## src/rtl/dwt_haar_inverse_pipelined_top.sv

```systemverilog
// Inverse single-level 1-D Haar DWT, pipelined.
// Reconstructs N signed Q8.8 samples from N/2 approximation (cA) and N/2
// detail (cD) coefficients:
//    x[2k]   = ((cA[k] + cD[k]) * COEF) >>> 8
//    x[2k+1] = ((cA[k] - cD[k]) * COEF) >>> 8
// where COEF = 181 is 1/sqrt(2) in Q0.8. Coefficients are captured when a run
// starts, then one pair per cycle is streamed through three register stages
// and written into the output array.
//
// Ports:
//    clk       - clock, all logic on the rising edge
//    rst       - synchronous active-high reset
//    start     - run request, only looked at in IDLE
//    cA_in     - packed approximation coefficients, pair k at [16k +: 16]
//    cD_in     - packed detail coefficients, same packing
//    array_out - reconstructed samples, sample j at [16j +: 16]
//    busy      - high while a run is issuing or draining
//    done      - run complete, held until start is low
module dwt_haar_inverse_pipelined_top #(
   parameter int N    = 8,
   parameter int COEF = 181
) (
   input  logic                  clk,
   input  logic                  rst,
   input  logic                  start,
   input  logic [16*(N/2)-1:0]   cA_in,
   input  logic [16*(N/2)-1:0]   cD_in,
   output logic [16*N-1:0]       array_out,
   output logic                  busy,
   output logic                  done
);

   localparam int P  = N / 2;
   localparam int IW = $clog2(P);
   localparam logic [IW-1:0] LAST_IDX = IW'(P - 1);
   localparam logic [7:0]    COEF_BITS = 8'(COEF);

   typedef enum logic [1:0] {IDLE, RUN, DRAIN, DONE} state_t;

   state_t state, state_next;

   logic [16*P-1:0]  ca_buf, cd_buf;
   logic [IW-1:0]    issue_idx;

   logic                v1, v2, v3;
   logic [IW-1:0]       idx1, idx2, idx3;
   logic signed [15:0]  a, b;
   logic signed [16:0]  s, d;
   logic signed [24:0]  ps, pd;
   logic signed [24:0]  ps_next, pd_next;
   logic signed [24:0]  s_ext, d_ext;

   // State register.
   always_ff @(posedge clk) begin
      if (rst) state <= IDLE;
      else     state <= state_next;
   end

   // Next-state logic. DRAIN ends on the edge that writes the last pair,
   // which is recognised by the write stage carrying the final index.
   always_comb begin
      state_next = state;
      case (state)
         IDLE:  if (start) state_next = RUN;
         RUN:   if (issue_idx == LAST_IDX) state_next = DRAIN;
         DRAIN: if (v3 && (idx3 == LAST_IDX)) state_next = DONE;
         DONE:  if (!start) state_next = IDLE;
         default: state_next = IDLE;
      endcase
   end

   assign busy = (state == RUN) || (state == DRAIN);
   assign done = (state == DONE);

   // Constant multiply as a sum of shifted copies, one term per set bit of
   // COEF (181 = 128+32+16+4+1). The 17-bit operands times an 8-bit constant
   // always fit in 25 signed bits.
   always_comb begin
      s_ext   = {{8{s[16]}}, s};
      d_ext   = {{8{d[16]}}, d};
      ps_next = '0;
      pd_next = '0;
      for (int i = 0; i < 8; i++) begin
         if (COEF_BITS[i]) begin
            ps_next = ps_next + (s_ext <<< i);
            pd_next = pd_next + (d_ext <<< i);
         end
      end
   end

   // Capture, issue, pipeline stages and write-back. Every stage carries its
   // own valid bit and pair index so the write address travels with the data.
   always_ff @(posedge clk) begin
      if (rst) begin
         ca_buf    <= '0;
         cd_buf    <= '0;
         issue_idx <= '0;
         v1 <= 1'b0; v2 <= 1'b0; v3 <= 1'b0;
         idx1 <= '0; idx2 <= '0; idx3 <= '0;
         a  <= '0; b  <= '0;
         s  <= '0; d  <= '0;
         ps <= '0; pd <= '0;
         array_out <= '0;
      end else begin
         if ((state == IDLE) && start) begin
            ca_buf    <= cA_in;
            cd_buf    <= cD_in;
            issue_idx <= '0;
         end

         // Stage 1: issue one pair per cycle while in RUN. The counter is
         // held at the last index so it never wraps within a run.
         if (state == RUN) begin
            v1   <= 1'b1;
            idx1 <= issue_idx;
            a    <= ca_buf[{issue_idx, 4'd0} +: 16];
            b    <= cd_buf[{issue_idx, 4'd0} +: 16];
            if (issue_idx != LAST_IDX) issue_idx <= issue_idx + IW'(1);
         end else begin
            v1 <= 1'b0;
         end

         // Stage 2: sum and difference, sign-extended so neither overflows.
         v2   <= v1;
         idx2 <= idx1;
         s    <= {a[15], a} + {b[15], b};
         d    <= {a[15], a} - {b[15], b};

         // Stage 3: scale by 1/sqrt(2).
         v3   <= v2;
         idx3 <= idx2;
         ps   <= ps_next;
         pd   <= pd_next;

         // Write: taking bits [23:8] is a floor shift by 8 that wraps to 16 bits.
         if (v3) begin
            array_out[{idx3, 5'd0}  +: 16] <= ps[23:8];
            array_out[{idx3, 5'd16} +: 16] <= pd[23:8];
         end
      end
   end

endmodule

```

## config.mk

```make
export PLATFORM = sky130hd
export DESIGN_NAME = dwt_haar_inverse_pipelined_top
export DESIGN_NICKNAME = d
export VERILOG_FILES = /design/src/rtl/dwt_haar_inverse_pipelined_top.sv
export SDC_FILE = /design/constraint.sdc
export NUM_CORES = 1
export LEC_CHECK = 0
export ABC_AREA = 1
export CORE_MARGIN = 1.5
export CORE_UTILIZATION = 55
export CTS_BUF_LIST = sky130_fd_sc_hd__clkbuf_16
export DETAILED_ROUTE_END_ITERATION = 7
export PLACE_DENSITY = 0.8
export SLEW_MARGIN = 5
export SYNTH_ARGS = -nofsm -noshare
export SYNTH_HDL_FRONTEND = slang
export SYNTH_SLANG_ARGS = --single-unit
```

## constraint.sdc

```tcl
create_clock -name clk -period 6.54 [get_ports clk]
set_clock_uncertainty 0.05 [all_clocks]
set_input_delay 1.308 -clock clk [delete_from_list [all_inputs] [get_ports clk]]
set_output_delay 1.308 -clock clk [all_outputs]
set_load 0.01 [all_outputs]
```

==> metrics.md, run 1 <==
| Metric | Value |
|---|---|
| Pwr Density | 583 mW/mm2 |
| Hold Path Class | reg2reg |
| Ys flop type | dfxtp_1 |
| CP delay by family, top | adder cells |
| Post-DP Area | between 0.02 and 0.025 mm2 |
| CTS root buf | clkbuf_16 |
| Die W | about 190 um |
| Final period util | 0.574 |
| Most common cell in the synthesized netlist | inv_1 |
| CP Buf/Inv Count | 4 |
| Status | finished, final reports clean |
| Post-synth EDFFs | 0 |
| CP Depth | 14 |
| Port bufs | 260 |
| Main combinational cell family by area after synthesis | compound AO/OA/AOI/OAI gates |
| Worst r2r path cells | 14 |
| DRT iter0 DRCs | 1369 |
| Mux contribution to synthesized area | 0 |
| Fraction of registers with async set/reset | 0 |
| Die area | around 0.037 mm2 |
| Final setup vio count | 0 |
| Via count | 17600 |
| Synth Cell Area | a little under 0.02 mm2 |
| VDD IR-drop max | 0.442 mV |
| CP startpoint kind | register |
| Period minus WS final | ~3800 ps |
| CTS tree | done |
| Post-synth top area share | 0.375 |
| Layout cells sized above 1 | 0.0291 |
| CP Data Arrival Time | 4110 ps |
| Wirelength per Cell | 15.3 um |
| Overflow after GRT | 0 |
| Yosys cell types | 38 |
| Post-CTS setup buffer count | 0 |
| Final max-slew violation count | 0 |
| DRC Markers | 0 |
| CTS sink cnt | between 300 and 400 |
| Worst hold path depth | 2 |
| Most frequent CP cell | inv_1 |
| Clock Latency Late Sink | 530 ps |
| Adder-Cell Fraction of Synth Area | 0.155 |
| Post-synthesis sequential area ratio | 0.375 |
| Reg area | 0.00733 mm2 |
| Vias in the first global route | 16800 |
| Leakage dissipation | ~10 nW |
| Synth area leader | dfxtp_1 |
| PostCTS Resize Cnt | 0 |
| Antenna violations before repair | 0 |
| RSZ-0062 raised after global routing | false |
| Crit Path Class | reg2reg |
| Filler cells | 2891 |
| Synthesis warning total | 0 |
| Largest net degree at the start of global routing | ~120 |
| Initial core utilization | 0.562 |
| Fin nets | about 3100 |
| Rows | 68 |
| Yosys reg bits | 366 |
| CTS Buffer Depth | 3 |
| Rel. slew slack | 0.212 |
| FMAX | roughly 0.27 GHz |
| Slowest cell on the critical path | fa_1 |
| Synth cell count leaders | inv_1 (376), dfxtp_1 (366), nor2_1 (360) |
| Synth top area cells | dfxtp_1 (37%), fa_1 (8.8%), a21oi_1 (7.2%) |
| Final TNS setup | 0 ps |
| P&R area growth vs syn | 20.0% |
| Htree depth | 2 |
| Pwr Total | 13.7 mW |
| Dpl hpwl | 36.4 mm |
| DR vias/cell | 5.39 |
| Fin Hold WS | about 360 ps |
| Final instance area | ~0.023 mm2 |
| Complex-gate fraction of the synthesized area | 0.187 |
| CTS clk-pin slew, worst paths | 60 ps |
| Max-cap check violation count | 0 |
| CP Cell Sequence | inv_1, fa_1, inv_1, fa_1, inv_1, fa_1, inv_1, ha_1, a21oi_1, o21ai_0, a21oi_1, o21ai_0, o21ai_0, nor2_1 |
| Pre-CTS setup slack | 2840 ps |
| Die Ht | 192 um |
| Cts bufs inserted | 39 |
| Final hold violations | 0 |
| Final Non-Filler Cells | 3275 |
| Worst Tran Pin Value | 1180 ps |
| Cts hold-fix bufs | 0 |
| Post-synthesis xor/xnor area fraction | 0 |
| TritonRoute pass-1 iters | 6 |
| CORE AREA | between 0.03 and 0.04 mm2 |
| Final core area utilization | 0.675 |
| RD Place Congestion | 0.917 |
| Final WS setup | around 2800 ps |
| Area of the multi-input gates | about 0.01 mm2 |
| Diode count | 0 |
| Syn_nets | 2941 |
| Critical Path Fanout Max | 5 |
| Synth Area in Simple Gates | 0.181 |
| Avg Cell Area, Syn | roughly 7.5 um2 |
| Placed insts | approximately 3200 |
| DRT Wirelength | 50.0 mm |
| Routed Antenna Nets | 0 |
| Critical Path RT | roughly 7000 ps |
| All-Layer GR Usage | 0.272 |
| Num ports | 261 |
| First-pass GRT wire length | 81.9 mm |
| Largest stage delay, worst path | 550 ps |
| Crit path capture type | register |
| Syn Inst Count | 2619 |
[final timing paths]
path                            from  slack [ps]      to
worst max register to register  d[4]        2790  pd[15]
worst max-delay path            d[4]        2790  pd[15]
worst min-delay path              v1         360      v2
worst min register to register    v1         360      v2
[metal layers]
| layer | routed length [um] | track usage | vias to the layer above |
|---|---|---|---|
| met2 | 23700 | 0.466 | 649 |
| met5 | 0 | 0 | - |
| met4 | 1180 | 0.0790 | 0 |
| met3 | 3280 | 0.0323 | 77 |
| met1 | 21900 | 0.360 | 8098 |
| li1 | - | - | 8812 |
[worst register-to-register path, cell delays in order, from the launching register on]
cell and delay, ps:
dfxtp_1 420, inv_1 160, fa_1 550, inv_1 60
fa_1 470, inv_1 50, fa_1 470, inv_1 40
ha_1 320, a21oi_1 240, o21ai_0 150, a21oi_1 280
o21ai_0 140, o21ai_0 180, nor2_1 60
[area by class of cell]
cell class / instances / share of cell area
Multi-Input combinational cell: 1734 / 0.436
Sequential cell: 366 / 0.312
Timing Repair Buffer: 271 / 0.114
Inverter: 383 / 0.0613
Clock buffer: 39 / 0.0416
Tap cell: 455 / 0.0242
Clock inverter: 27 / 0.0102
[cells in the final DEF, fill, tap and decap left out, types with 2 or more instances in the layout]
master / n
nand4_1: 18
o211ai_1: 30
o21bai_1: 8
clkdlybuf4s50_1: 259
nor3_1: 11
clkinv_2: 5
inv_1: 383
a21oi_1: 282
clkinvlp_4: 2
a21boi_0: 3
nor2_1: 360
fa_1: 86
a21o_1: 10
clkinv_1: 10
buf_4: 12
o21a_1: 6
clkbuf_16: 39
dfxtp_2: 2
and2_1: 2
inv_6: 3
nand2_2: 7
o21ai_1: 4
bufinv_16: 4
dfxtp_1: 364
o31ai_1: 3
nand2_1: 340
nand3b_1: 3
nor3_4: 2
nor4_1: 3
nand3_1: 118
o21ai_0: 280
ha_1: 105
a22oi_1: 44
[flip-flops by register name, summed over array words and instances, names as in the netlist, 16 cells and up]
register / cells
cd_buf: 64
array_out: 128
s: 17
ca_buf: 64
pd: 16
b: 16
d: 16
a: 16
ps: 16
[cells by family after synthesis]
kind of cell | Yosys count
adder cells (fa/ha/maj) | 191
AO/OA/AOI/OAI | 676
AND/OR/NAND/NOR | 867
flip-flops | 366
buffers and inverters | 519
[power by group]
group          switching [mW]  internal, mW
registers               0.381          2.78
clock network           0.891          1.24
logic                    5.50          2.90
Power figures use the tool's default switching activity.
==> inputs of run 2 (changes only) <==
CORE_UTILIZATION = 51   (was 55)
PLACE_DENSITY = 0.78   (was 0.8)
clock period = 3.3 ns   (was 6.54 ns; I/O delays follow)
==> run 2 against run 1 <==
  * The run now ends with negative setup slack left
  * Non-clock buffer count grew 106
  * Via count rose by 3.3%
  * Hold slack got worse by 6.7 ps
  * Critical path type unchanged
  * Highest routed layer unchanged
==> metrics.md, run 2 (same netlist as run 1, synthesis figures left out) <==
| Metric | Value |
|---|---|
| Status | finished, violations left |
| Failing checks | negative setup slack |
| Final setup vio count | 3 |
| Wirelength per Cell | 15.3 um |
| CORE AREA | between 0.03 and 0.04 mm2 |
| Final max-slew violation count | 0 |
| Cts bufs inserted | 41 |
| Clock Latency Late Sink | 560 ps |
| Post-DP Area | between 0.02 and 0.025 mm2 |
| Biggest register | array_out |
| Crit Path Class | reg2reg |
| RSZ-0062 raised after global routing | true |
| Max Used Layer | met4 |
| Fin nets | 3225 |
| Largest net degree at the start of global routing | 178 |
| Die Ht | between 150 and 200 um |
| Top Registers | array_out (128), ca_buf (64), cd_buf (64) |
| Vias in the first global route | 17300 |
| Placed insts | 3357 |
| Num ports | 261 |
| Met2 WL | 25.9 mm |
| Die W | 199 um |
| FMAX | 0.301 GHz |
| Layout cells sized above 1 | 0.135 |
| CTS root buf | clkbuf_16 |
| Routed Antenna Nets | 0 |
| DRT iter0 DRCs | 1049 |
| DRC Markers | 0 |
| Rel. slew slack | 0.299 |
| Via count | roughly 18000 |
| Dpl hpwl | 37.9 mm |
| Crit path capture type | register |
| Die area | between 0.03 and 0.04 mm2 |
| Slowest cell on the critical path | fa_1 |
| All-Layer GR Usage | 0.261 |
| CTS sink cnt | 366 |
| CP Buf/Inv Count | 4 |
| Port bufs | 260 |
| Worst Tran Pin Value | 1050 ps |
| Max-cap check violation count | 0 |
| Final TNS setup | -45.5 ps |
| Final instance area | 0.0253 mm2 |
| Rows | between 70 and 80 |
| Diode count | 0 |
| Most frequent cells in the layout | nor2_1 (347), dfxtp_1 (343), inv_1 (332), nand2_1 (301), o21ai_0 (270) |
| Metal1 wirelength | 22.5 mm |
| RD Place Congestion | 0.911 |
| CP Data Arrival Time | 3750 ps |
| Final Non-Filler Cells | 3441 |
| Flop2flop setup slack | -20 ps |
| DR vias/cell | 5.29 |
| Antenna violations before repair | 0 |
| Critical Path Fanout Max | 4 |
| Critical Path RT | 3730 ps |
| CP startpoint kind | register |
| CP delay by family, top | adder cells |
| TritonRoute pass-1 iters | 7 |
| Hold Path Class | reg2reg |
| CTS clk-pin slew, worst paths | 60 ps |
| Final hold violations | 0 |
| Commonest non-fill, non-tap cell in the layout | nor2_1 |
| CTS Buffer Depth | 3 |
| Met3 wire len | 2.93 mm |
| P&R area growth vs syn | 29.5% |
| First-pass GRT wire length | 84.0 mm |
| Period minus WS final | 3320 ps |
| Most frequent CP cell | nand2_1 |
| DRT Wirelength | around 53 mm |
| Largest stage delay, worst path | 520 ps |
| CP Cell Sequence | inv_4, fa_1, inv_1, fa_1, inv_1, fa_1, inv_2, ha_4, a21o_1, a21oi_2, nand2_1, nand2_1, nand3_2, nand2_1, nand2_1, nor2_1 |
| CTS tree | done |
| Overflow after GRT | 0 |
| Max reg flops | 128 |
| Final WS setup | -19.5 ps |
| Pre-CTS setup slack | -196 ps |
| Initial core utilization | 0.518 |
| Htree depth | 2 |
| Final period util | 1.01 |
-- run 2: cell count changes in the layout (fill, tap and decap cells not counted), sizes merged --
cell and change:
bufinv -2, clkbuf +3, clkinvlp +3, inv -4, clkinv +4, buf +106
-- run 2: timing repair --
action / 4_1_cts / 5_1_grt
setup buffers: 4 / 10
resized for setup: 71 / 168
hold buffers: 0 / 0
endpoints found under the setup margin: 26 / 30
cloned: 0 / 0
pin swaps: 18 / 68
-- run 2: worst paths after layout --
| kind | cells past startpoint | from | endpoint |
|---|---|---|---|
| worst max-delay path | 16 | s[5] | ps[23] |
| worst min-delay path | 2 | idx2[1] | idx3[1] |
| worst max register to register | 16 | s[5] | ps[23] |
| worst min register to register | 2 | idx2[1] | idx3[1] |
-- run 2: layer usage --
| layer | vias up | track usage |
|---|---|---|
| met4 | 0 | 0.0791 |
| met1 | 8479 | 0.334 |
| met2 | 613 | 0.458 |
| li1 | 9020 | - |
| met3 | 100 | 0.0331 |
| met5 | - | 0 |
-- run 2: final cells by class --
type	count	area (um2)
clock inverters	28	216
well taps	511	639
inverters	383	1470
flip-flops and latches	366	7360
repair buffers	377	3550
multi-input cells	1734	11000
fillers	3107	12400
clock buffers	42	1050
-- run 2: per-stage QoR --
stage | util | hold WS, ps
floorplan | - | 338
global placement | 0.612 | 342
finish | 0.671 | 352
detailed placement | 0.612 | 346
global route | 0.671 | 375
CTS | 0.654 | 354
-- run 2: worst reg2reg max path, stage by stage (launching register included) --
cell and delay (ps):
dfxtp_2 350, inv_4 50, fa_1 520, inv_1 50, fa_1 490, inv_1 50, fa_1 510, inv_2 50
ha_4 250, a21o_1 210, a21oi_2 170, nand2_1 100, nand2_1 80, nand3_2 80, nand2_1 60, nand2_1 50
nor2_1 120
Power of run 2 is not shown: default switching activity piles up to over one toggle a cycle in this logic, so the estimate is an artifact.
==> inputs of run 3 (changes only) <==
GPL_ROUTABILITY_DRIVEN = 1   (was default)
SKIP_CTS_REPAIR_TIMING = 1   (was default)
==> run 3 against run 2 <==
  * Sequential share of layout area is 0.21 points lower
  * Register-to-register slack got worse by 50 ps
  * Global-route usage fell by 0.23 points
  * Worst setup slack worse by 50 ps
  * Highest routed layer unchanged
  * The run still ends with negative setup slack left
  * Non-clock buffer count down 2
  * Critical path depth unchanged
==> metrics.md, run 3 (same netlist as run 1, synthesis figures left out) <==
| Metric | Value |
|---|---|
| Status | finished, violations left |
| Failing checks | negative setup slack |
| CTS clk-pin slew, worst paths | 60 ps |
| Layout cells sized above 1 | 0.143 |
| Initial core utilization | 0.518 |
| Crit Path Class | reg2reg |
| Die area | 0.0395 mm2 |
| P&R area growth vs syn | 30.4% |
| Final setup vio count | 8 |
| CTS tree | done |
| Most frequent cells in the layout | nor2_1 (345), dfxtp_1 (344), inv_1 (329), nand2_1 (289), o21ai_0 (268) |
| Worst Tran Pin Value | 1000 ps |
| Port bufs | 260 |
| Max reg flops | 128 |
| Most frequent CP cell | fa_1 |
| Cts bufs inserted | 41 |
| All-Layer GR Usage | 0.259 |
| Filler cells | 3068 |
| Clock Latency Late Sink | 550 ps |
| Final max-slew violation count | 0 |
| Vias in the first global route | 17200 |
| Hold Path Class | reg2reg |
| Final hold violations | 0 |
| Dpl hpwl | between 30 and 40 mm |
| Post-DP Area | about 0.023 mm2 |
| CTS root buf | clkbuf_16 |
| Htree depth | 2 |
| Largest stage delay, worst path | 530 ps |
| Fin nets | 3223 |
| Wirelength per Cell | 15.4 um |
| TritonRoute pass-1 iters | 5 |
| Critical Path RT | 3700 ps |
| Die Ht | 199 um |
| Crit path capture type | register |
| Slowest cell on the critical path | fa_1 |
| DRC Markers | 0 |
| CP Data Arrival Time | between 3000 and 4000 ps |
| Final WS setup | -69.9 ps |
| Diode count | 0 |
| Via count | between 15000 and 20000 |
| CP Cell Sequence | inv_2, buf_12, fa_1, inv_1, fa_1, inv_1, fa_1, inv_2, ha_4, nand2_4, nor2_4, nand3_2, nand3_4, nand2_2, a21oi_1, nor2_1 |
| Final period util | 1.02 |
| CTS sink cnt | ~370 |
| DR vias/cell | 5.32 |
| CP startpoint kind | register |
| Final instance area | 0.0255 mm2 |
| DRT Wirelength | ~53 mm |
| Biggest register | array_out |
| Num ports | 261 |
| Commonest non-fill, non-tap cell in the layout | nor2_1 |
| Overflow after GRT | 0 |
| Antenna violations before repair | 0 |
| Die W | 199 um |
| Rows | 71 |
| CORE AREA | 0.0378 mm2 |
| FMAX | 0.297 GHz |
| Period minus WS final | roughly 3400 ps |
| DRT iter0 DRCs | 1166 |
| First-pass GRT wire length | 83.3 mm |
| Max-cap check violation count | 0 |
| Largest net degree at the start of global routing | between 150 and 200 |
| Routed Antenna Nets | 0 |
| RD Place Congestion | just over 0.9 |
| Reg area | 0.00736 mm2 |
| Critical Path Fanout Max | 4 |
| RSZ-0062 raised after global routing | true |
| Rel. slew slack | 0.331 |
| Top Registers | array_out (128), ca_buf (64), cd_buf (64) |
| Area of the multi-input gates | 0.0112 mm2 |
| CTS Buffer Depth | 3 |
[run 3: cell count changes in the layout (fill, tap and decap cells not counted), sizes merged]
cell  previous run  this run
buf            118       116
[run 3: area by class of cell]
| class | instances | share of cell area |
|---|---|---|
| clock buffers | 42 | 0.0412 |
| multi-input cells | 1734 | 0.440 |
| inverters | 383 | 0.0575 |
| repair buffers | 375 | 0.140 |
| clock inverters | 28 | 0.00849 |
| well taps | 511 | 0.0251 |
| flip-flops and latches | 366 | 0.288 |
[run 3: metal layers]
layer	vias to the layer above	track usage	part of all wire
met3	103	0.0339	0.059
li1	9025	-	-
met2	648	0.454	0.49
met1	8518	0.330	0.42
met5	-	0	0
met4	0	0.0788	0.025
[run 3: final timing paths]
kind / startpoint / endpoint / slack [ps] / depth (start not counted)
min reg2reg: idx2[1] / idx3[1] / 350 / 2
max: d[2] / pd[22] / -70 / 16
max reg2reg: d[2] / pd[22] / -70 / 16
min: idx2[1] / idx3[1] / 350 / 2
[run 3: through the flow]
step           cells  hold slack, ps  utilization  setup slack (ps)  setup TNS [ps]
2_1_floorplan   2619             338            -             -12.7           -12.7
3_3_place_gp    3357             342        0.612              -119           -1530
3_5_place_dp    3357             346        0.612              -196           -2720
4_1_cts         3427             354        0.645              -232           -3210
5_1_grt         3439             375        0.675              -204           -2690
6_report        3439             352        0.675             -69.9            -257
[run 3: critical path: cells and delay by family (launching register included)]
kind                       cells  cell delay, ps
AOI/OAI and AO/OA              1             140
adders and majority gates      4            1800
buffers and inverters          5             320
DFF                            1             330
and+or+nand+nor                6             640
Power of run 3 is left out for the same reason.
